===== config.mk =====
export PLATFORM = sky130hd
export DESIGN_NAME = mem_arbiter_flat
export DESIGN_NICKNAME = d
export VERILOG_FILES = /design/src/rtl/mem_arbiter_if.sv /design/src/rtl/mem_arbiter.sv /design/src/flat_wrapper.sv
export SDC_FILE = /design/constraint.sdc
export NUM_CORES = 1
export LEC_CHECK = 0
export ABC_AREA = 0
export BUFFER_PORTS_ARGS = -buffer_cell sky130_fd_sc_hd__buf_2
export CORE_ASPECT_RATIO = 1.5
export CORE_UTILIZATION = 45
export DETAILED_ROUTE_END_ITERATION = 8
export PLACE_DENSITY = 0.75
export SYNTH_ARGS = -nofsm -noshare
export SYNTH_HDL_FRONTEND = slang
export SYNTH_SLANG_ARGS = --single-unit

===== constraint.sdc =====
create_clock -name clk -period 1.47 [get_ports clk]
set_clock_uncertainty 0.05 [all_clocks]
set_input_delay 0 -clock clk [delete_from_list [all_inputs] [get_ports clk]]
set_output_delay 0 -clock clk [all_outputs]
set_load 0.005 [all_outputs]

===== src/rtl/mem_arbiter_if.sv =====
// mem_arbiter_if: request/response bundle between two datapath clients and
// the mem_arbiter storage block.
//   req[1:0], we[1:0]     per-requester access request and write enable
//   addr0/addr1, wdata0/1 per-requester address and write data
//   gnt[1:0], rvalid[1:0] one-hot grant and read-data valid
//   rdata                 read data
//   busy                  arbiter is not idle
//   snap                  packed copy of the whole array, entry 0 in the LSBs
// Modports: master = client side, slave = arbiter side.
interface mem_arbiter_if #(
  parameter int DW = 4,
  parameter int AW = 2
) ();
  logic [1:0]               req;
  logic [1:0]               we;
  logic [AW-1:0]            addr0;
  logic [AW-1:0]            addr1;
  logic [DW-1:0]            wdata0;
  logic [DW-1:0]            wdata1;
  logic [1:0]               gnt;
  logic [1:0]               rvalid;
  logic [DW-1:0]            rdata;
  logic                     busy;
  logic [DW*(1<<AW)-1:0]    snap;

  modport master (
    output req, we, addr0, addr1, wdata0, wdata1,
    input  gnt, rvalid, rdata, busy, snap
  );

  modport slave (
    input  req, we, addr0, addr1, wdata0, wdata1,
    output gnt, rvalid, rdata, busy, snap
  );
endinterface


===== src/rtl/mem_arbiter.sv =====
// mem_arbiter: two-requester arbiter and sequencer that owns a 2^AW x DW
// register array. Each accepted request runs IDLE -> ACCESS -> RESP, so one
// access completes every three cycles.
// Ports:
//   clk      rising-edge clock
//   reset_n  synchronous active-low reset (clears FSM, outputs and array)
//   bus      mem_arbiter_if.slave: req/we/addr/wdata in; gnt/rvalid/rdata/
//            busy/snap out
// Configuration macro: MEM_ARB_FIXED_PRIO_EN -- when defined, requester 0
// always wins a tie; otherwise ties are broken round-robin via last_gnt_r.
module mem_arbiter #(
  parameter int DW = 4,
  parameter int AW = 2
) (
  input  logic          clk,
  input  logic          reset_n,
  mem_arbiter_if.slave  bus
);

  localparam int NUM = 1 << AW;

  typedef enum logic [1:0] {
    IDLE   = 2'd0,
    ACCESS = 2'd1,
    RESP   = 2'd2
  } state_t;

  state_t          state_r;
  state_t          state_s;
  logic            last_gnt_r;   // index of the most recent winner
  logic            win_s;        // winner chosen this cycle (valid in IDLE)
  logic            win_r;        // winner of the access in flight
  logic            we_r;
  logic [AW-1:0]   addr_r;
  logic [DW-1:0]   wdata_r;
  logic [1:0]      gnt_r;
  logic [1:0]      gnt_s;
  logic [1:0]      rvalid_r;
  logic [1:0]      rvalid_s;
  logic [DW-1:0]   rdata_r;
  logic            capture_s;    // IDLE -> ACCESS edge
  logic            commit_s;     // ACCESS -> RESP edge
  logic [DW-1:0]   mem_r [NUM];
  logic [DW*NUM-1:0] snap_s;

  function automatic logic [1:0] onehot2(input logic idx);
    return idx ? 2'b10 : 2'b01;
  endfunction

  // Winner selection from the sampled request vector.
  always_comb begin
    win_s = 1'b0;
    case (bus.req)
      2'b01:   win_s = 1'b0;
      2'b10:   win_s = 1'b1;
`ifdef MEM_ARB_FIXED_PRIO_EN
      2'b11:   win_s = 1'b0;
`else
      2'b11:   win_s = ~last_gnt_r;
`endif
      default: win_s = 1'b0;
    endcase
  end

  // Next-state and next-output logic of the access FSM.
  always_comb begin
    state_s   = state_r;
    gnt_s     = 2'b00;
    rvalid_s  = 2'b00;
    capture_s = 1'b0;
    commit_s  = 1'b0;
    case (state_r)
      IDLE: begin
        if (bus.req != 2'b00) begin
          state_s   = ACCESS;
          gnt_s     = onehot2(win_s);
          capture_s = 1'b1;
        end else begin
          state_s   = IDLE;
        end
      end
      ACCESS: begin
        state_s  = RESP;
        commit_s = 1'b1;
        if (!we_r) begin
          rvalid_s = onehot2(win_r);
        end else begin
          rvalid_s = 2'b00;
        end
      end
      RESP: begin
        state_s = IDLE;
      end
      default: begin
        state_s = IDLE;
      end
    endcase
  end

  // FSM state and registered handshake outputs.
  always_ff @(posedge clk) begin
    if (!reset_n) begin
      state_r  <= IDLE;
      gnt_r    <= 2'b00;
      rvalid_r <= 2'b00;
    end else begin
      state_r  <= state_s;
      gnt_r    <= gnt_s;
      rvalid_r <= rvalid_s;
    end
  end

  // Request capture and round-robin history; fields are latched only on the
  // IDLE -> ACCESS edge so the client may change them afterwards.
  always_ff @(posedge clk) begin
    if (!reset_n) begin
      last_gnt_r <= 1'b1;  // makes requester 0 win the first tie
      win_r      <= 1'b0;
      we_r       <= 1'b0;
      addr_r     <= '0;
      wdata_r    <= '0;
    end else if (capture_s) begin
      last_gnt_r <= win_s;
      win_r      <= win_s;
      we_r       <= bus.we[win_s];
      addr_r     <= win_s ? bus.addr1 : bus.addr0;
      wdata_r    <= win_s ? bus.wdata1 : bus.wdata0;
    end else begin
      last_gnt_r <= last_gnt_r;
      win_r      <= win_r;
      we_r       <= we_r;
      addr_r     <= addr_r;
      wdata_r    <= wdata_r;
    end
  end

  // Storage array and read-data register; both update on the commit edge.
  always_ff @(posedge clk) begin
    if (!reset_n) begin
      for (int i = 0; i < NUM; i++) begin
        mem_r[i] <= '0;
      end
      rdata_r <= '0;
    end else if (commit_s) begin
      if (we_r) begin
        mem_r[addr_r] <= wdata_r;
      end else begin
        rdata_r <= mem_r[addr_r];
      end
    end else begin
      rdata_r <= rdata_r;
    end
  end

  // Pack the array into the snapshot bus, entry 0 in the LSBs.
  always_comb begin
    snap_s = '0;
    for (int i = 0; i < NUM; i++) begin
      snap_s[i*DW +: DW] = mem_r[i];
    end
  end

  assign bus.gnt    = gnt_r;
  assign bus.rvalid = rvalid_r;
  assign bus.rdata  = rdata_r;
  assign bus.busy   = (state_r != IDLE);
  assign bus.snap   = snap_s;

endmodule


===== src/flat_wrapper.sv =====
// flat-port wrapper written by rule: the top's interface ports become plain ports
module mem_arbiter_flat 
#(
  parameter int DW = 4,
  parameter int AW = 2
)
  (clk, reset_n, bus_req, bus_we, bus_addr0, bus_addr1, bus_wdata0, bus_wdata1, bus_gnt, bus_rvalid, bus_rdata, bus_busy, bus_snap);
  mem_arbiter_if #(.DW(DW), .AW(AW)) bus_i ();
  input  logic clk;
  input  logic reset_n;
  input wire logic [$bits(bus_i.req)-1:0] bus_req;
  input wire logic [$bits(bus_i.we)-1:0] bus_we;
  input wire logic [$bits(bus_i.addr0)-1:0] bus_addr0;
  input wire logic [$bits(bus_i.addr1)-1:0] bus_addr1;
  input wire logic [$bits(bus_i.wdata0)-1:0] bus_wdata0;
  input wire logic [$bits(bus_i.wdata1)-1:0] bus_wdata1;
  output wire logic [$bits(bus_i.gnt)-1:0] bus_gnt;
  output wire logic [$bits(bus_i.rvalid)-1:0] bus_rvalid;
  output wire logic [$bits(bus_i.rdata)-1:0] bus_rdata;
  output wire logic [$bits(bus_i.busy)-1:0] bus_busy;
  output wire logic [$bits(bus_i.snap)-1:0] bus_snap;
  assign bus_i.req = bus_req;
  assign bus_i.we = bus_we;
  assign bus_i.addr0 = bus_addr0;
  assign bus_i.addr1 = bus_addr1;
  assign bus_i.wdata0 = bus_wdata0;
  assign bus_i.wdata1 = bus_wdata1;
  assign bus_gnt = bus_i.gnt;
  assign bus_rvalid = bus_i.rvalid;
  assign bus_rdata = bus_i.rdata;
  assign bus_busy = bus_i.busy;
  assign bus_snap = bus_i.snap;
  mem_arbiter #(.DW(DW), .AW(AW)) u_core (.clk(clk), .reset_n(reset_n), .bus(bus_i));
endmodule

==> out/results.ini, run 1 <==
[run_status]
status=finished clean

[clocking]
cts_hold_buf=0
clkSlewWorstSetupHoldPaths_ns=0.07
numCtsBuffers=5
cts-root-buf=clkbuf_8
h-tree-depth=2
cts_max_path_buffers=2
clock_latency_ns=0.28
post_cts_buffers=0
cts_sinks=35
cts_tree=built

[layout]
layout_common_cells=buf_2, and2_1, dfxtp_1, edfxtp_1
antenna_cells=0
fin_nets=191
area_delta_synth_final_pct=23.9
post-route-util_pct=57.7
drive_gt1_share_pct=44.8
layout_commonest_cell=buf_2

[drt]
post_drt_via_cell_ratio=5.18
first_pass_iters=4
drc=0
dr.first_iter.drc_count=9
wl_um=3080
wl_per_cell_um=14.2
dr_total_vias=1119
postRouteAntennaNets=0

[yosys]
synth_warnings=0
synth-seq-cells=35
synth_area_leaders=edfxtp_1, dfxtp_1, and2_1, mux4_2, a211oi_2
synth_largest_area_cell=edfxtp_1
ys_seq_area_share_pct=54.6
synth_nets=140
syn-mean-instance-area_um2=12.9
netlist_area_um2=1580
synth_top_cell_area_share_pct=30.5
yosysUniqueCellTypes=34
synthCells=122

[timing]
fin_crit_sh_pct=91.8
finalSetupViolations=0
grt_setup_unrepaired=no
fin_setup_tns_ns=0
slew_violations=0
slew-limit-headroom_pct=66.1
hold_viol=0
worst_slew_pin_slew_ns=0.507
min_period_ns=1.35
clock.fmax_ghz=0.741

[pwr]
finalPower_uw=2140
p_leak_uw=0.000825
ir_drop_uv=733
switching_share_pct=24.4
power_density_nw_per_um2=1090
intPower_uw=1620
clkPwrFrac_pct=32.0
comb_power_share_pct=14.9
p_switching_uw=520
p_seq_share_pct=53.1

[setup_path]
rrSetupSlack_ns=0.12
critPathKind=register to register
cp-end-kind=register
cp_max_fo=5
worstSetupStartpointType=register
setup.worst_path.start=u_core.state_r[1]
required_ns=1.41
worstPathArrival_ns=1.29
crit_end=u_core.mem_r[2][0]
rr_startpoint=u_core.state_r[1]
r2r_cells=3
r2r-end=u_core.mem_r[2][0]

[die]
io_pins=43
die_w_um=50.3
die_y_um=74.5
fp.dieArea_um2=3750
core_area_um2=3380
start_util_pct=46.6
rows=26

[global_route]
grt_use_total_pct=17.2
antenna_found_initial=0
grt.overflow.total=0
grt_pass1_vias=1089
grt_first_pass_wirelength_um=4710
grt_max_degree=13

[place]
portBuffers=42
dpl.hpwl_um=2450
gp_congestion=0.792

[job]
cap_violations=0

[hold_path]
holdCritPathClass=input port to register

==> cell usage after synthesis <==
cell type  number
nand3_1         2
a211oi_2        7
dfxtp_1        19
mux4_2          4
or2_2           1
nor4_1          1
and4_1          1
nor3_4          1
nor2_4          2
mux2i_1         7
and3_1          1
nor3b_2         1
o21ai_0         3
edfxtp_1       16
nand2_1         5
buf_2           1
and2_4          1
a21boi_2        1
o2bb2ai_1       4
and3b_1         1
clkbuf_2        1
nor2_1          2
nor3b_1         1
buf_6           2
and2_1         18
nor3b_4         1
inv_1           1
nand2b_1        3
and2b_1         1
inv_4           1
clkbuf_1        2
and4b_1         1
nand3b_1        1
a21oi_1         8
==> cell type report <==
type	count	area, um^2
clock buffers	7	86.3
inverters	2	10.0
fillers	287	1430
repair buffers	50	270
flip-flops and latches	35	862
well taps	42	52.6
multi-input cells	79	667
clock inverters	1	3.75
==> metal layers <==
| layer | global-route usage, % | vias up | wire length [um] |
|---|---|---|---|
| li1 | - | 547 | - |
| met2 | 34.7 | 40 | 1770 |
| met4 | 8.02 | 0 | 59 |
| met1 | 15.6 | 525 | 1110 |
| met3 | 4.29 | 7 | 141 |
| met5 | 0 | - | 0 |
==> repair_timing <==
| action | CTS | global route |
|---|---|---|
| resized for setup | 0 | 2 |
| endpoints found under the setup margin | 0 | 16 |
| endpoints found under the hold margin | 0 | 0 |
==> worst max-delay path: stages (launching register included) <==
cell and delay, ns:
dfxtp_1 0.33, nand3b_1 0.20, nor3b_2 0.28, nand2b_2 0.21
==> state kept, by name, indices dropped and copies added (netlist names), 2 cells and up <==
name and cells:
u_core.mem_r 16, u_core.bus.rdata 4, u_core.bus.rvalid 2, u_core.wdata_r 4
u_core.bus.gnt 2, u_core.state_r 2, u_core.addr_r 2
==> how the worst min path moves through the flow <==
| stage | depth (start not counted) | from | slack, ns | endpoint |
|---|---|---|---|---|
| 4_1_cts | 3 | bus_wdata0[1] | 0.05 | u_core.wdata_r[1] |
| 2_1_floorplan | 2 | reset_n | 0.13 | u_core.state_r[0] |
| 5_1_grt | 3 | bus_addr0[1] | 0.06 | u_core.addr_r[1] |
| 6_report | 3 | bus_wdata0[1] | 0.06 | u_core.wdata_r[1] |
| 3_3_place_gp | 3 | bus_req[1] | 0.32 | u_core.state_r[0] |
| 3_5_place_dp | 1 | u_core.bus.rvalid[0] | 0.33 | bus_rvalid[0] |
==> kinds of logic (layout without fill, tap and decap cells) <==
family / after synthesis / after routing / share of synthesized area (%)
compound gates: 23 / 23 / 12.0
buf+inv: 8 / 60 / 3.18
simple gates: 45 / 45 / 20.0
mux: 11 / 11 / 10.2
flops: 35 / 35 / 54.6
==> metrics by stage <==
step	hold slack (ns)	cell area [um^2]	instances	setup WS, ns
6_report	0.0563	1950	216	0.121
5_1_grt	0.0597	1950	216	0.0183
4_1_cts	0.0521	1950	216	0.0108
3_5_place_dp	0.330	1860	208	0.0219
3_3_place_gp	0.321	1860	208	0.0635
2_1_floorplan	0.132	1580	122	0.114
==> power groups by stage <==
stage	clock [uW]	combinational [uW]	sequential (uW)
finish	683	318	1130
global route	739	347	1140
CTS	697	321	1130
detailed placement	0	319	1160
global placement	0	310	1150
floorplan	0	216	1140
(Power assumes the default switching activity.)
==> inputs of run 2 (changes only) <==
--- a/config.mk
+++ b/config.mk
@@ -11,6 +11,7 @@
 export CORE_UTILIZATION = 45
 export DETAILED_ROUTE_END_ITERATION = 8
 export PLACE_DENSITY = 0.75
+export SETUP_SLACK_MARGIN = 0.15
 export SYNTH_ARGS = -nofsm -noshare
 export SYNTH_HDL_FRONTEND = slang
 export SYNTH_SLANG_ARGS = --single-unit
==> out/results.ini, run 2 (synthesized netlist as in run 1, its figures left out) <==
[die]
io_pins=43
rows=26
die_y_um=74.5
start_util_pct=46.6
fp.dieArea_um2=3750
die_w_um=50.3
core_area_um2=3380

[hold_path]
whs_path_depth=3
hp-start=bus_addr0[1]
hold_path_end=u_core.addr_r[1]
holdCritPathClass=input port to register

[clocking]
numCtsBuffers=5
cts_sinks=35
clkSlewWorstSetupHoldPaths_ns=0.07
h-tree-depth=2
cts-root-buf=clkbuf_8
cts_max_path_buffers=2
clock_latency_ns=0.28
cts_tree=built

[layout]
antenna_cells=0
post-route-util_pct=59.5
area_delta_synth_final_pct=27.8
largest_reg_flops=16
drive_gt1_share_pct=49.4
regMostFlops=u_core.mem_r
fin_nets=193
fill_cells=284
layout_commonest_cell=buf_2
layout_common_cells=buf_2, and2_1, dfxtp_1, edfxtp_1, buf_4

[global_route]
grt.overflow.total=0
antenna_found_initial=0
grt_first_pass_wirelength_um=5040
grt_pass1_vias=1133
grt_max_degree=12
grt_use_total_pct=18.8

[pwr]
switching_share_pct=24.0
p_leak_uw=0.000850
clkPwrFrac_pct=36.2
power_density_nw_per_um2=1140
comb_power_share_pct=14.0
p_seq_share_pct=49.8
ir_drop_uv=823
intPower_uw=1740
p_switching_uw=550

[setup_path]
rr_startpoint=u_core.state_r[1]
cp-end-kind=register
r2r-end=u_core.mem_r[2][0]
rrSetupSlack_ns=0.20
worstPathArrival_ns=1.22
critPathKind=register to register
required_ns=1.42
cp_max_fo=4
r2r_cells=3
worstSetupStartpointType=register

[drt]
wl_um=3170
postRouteAntennaNets=0
wl_per_cell_um=14.5
dr_total_vias=1135
post_drt_via_cell_ratio=5.21
first_pass_iters=4
drc=0
dr.first_iter.drc_count=19

[timing]
slew_violations=0
hold_viol=0
slew-limit-headroom_pct=65.3
fin_crit_sh_pct=86.4
grt_setup_unrepaired=no
min_period_ns=1.27
fin_setup_tns_ns=0
clock.fmax_ghz=0.787
worst_slew_pin_slew_ns=0.519
finalSetupViolations=0

[run_status]
status=finished clean

[place]
dpl.hpwl_um=2460
gp_congestion=0.696
portBuffers=42

[job]
cap_violations=0

-- run 2: cell type report --
class	instances	area (um^2)	area share (%)
repair buffers	52	288	14.3
clock inverters	3	38.8	1.93
inverters	2	10.0	0.497
multi-input cells	79	688	34.2
flip-flops and latches	35	867	43.1
well taps	42	52.6	2.61
clock buffers	5	68.8	3.42
-- run 2: metal layers --
| metal | vias up | track usage, % | part of all wire (%) |
|---|---|---|---|
| li1 | 555 | - | - |
| met3 | 6 | 5.52 | 5.6 |
| met4 | 0 | 7.41 | 1.8 |
| met2 | 44 | 37.5 | 56 |
| met1 | 530 | 17.3 | 37 |
| met5 | - | 0 | 0 |
-- run 2: worst max-delay path, cell delays in order, from the launching register on --
cell and delay, ns:
dfxtp_2 0.35, nand3b_1 0.18, nor3b_2 0.22, nand2b_4 0.19
-- run 2: worst max-delay path by stage --
stage / start / end / slack [ns] / cells after the start
floorplan: u_core.state_r[1] / u_core.mem_r[3][0] / 0.11 / 2
global route: u_core.addr_r[1] / u_core.mem_r[0][0] / 0.15 / 3
detailed placement: u_core.addr_r[0] / u_core.mem_r[1][1] / 0.008 / 2
CTS: u_core.state_r[0] / u_core.mem_r[0][2] / 0.15 / 3
global placement: u_core.addr_r[0] / u_core.bus.rdata[0] / 0.08 / 2
finish: u_core.state_r[1] / u_core.mem_r[2][0] / 0.20 / 3
-- run 2: repair_timing --
action                                 in CTS  in global routing
endpoints found under the hold margin       1                  0
pin swaps                                   1                  3
setup endpoints to repair                  24                 23
buffers inserted                            1                  0
gates resized for setup                     3                  5
hold buffers                                1                  0
-- run 2: power groups by stage --
stage / clock [uW] / sequential [uW] / combinational [uW]
6_report: 830 / 1140 / 321
2_1_floorplan: 0 / 1140 / 220
4_1_cts: 841 / 1140 / 323
3_5_place_dp: 0 / 1160 / 317
3_3_place_gp: 0 / 1160 / 307
5_1_grt: 887 / 1150 / 351
-- run 2: per-stage QoR --
stage          cells  hold WS (ns)  cell area [um^2]  total power, uW  setup WS [ns]
3_5_place_dp     208         0.173              1870             1480        0.00776
3_3_place_gp     208         0.168              1870             1460         0.0753
5_1_grt          218        0.0721              2010             2390          0.153
2_1_floorplan    122         0.132              1590             1360          0.114
6_report         218        0.0426              2010             2290          0.199
4_1_cts          218        0.0434              2000             2300          0.153
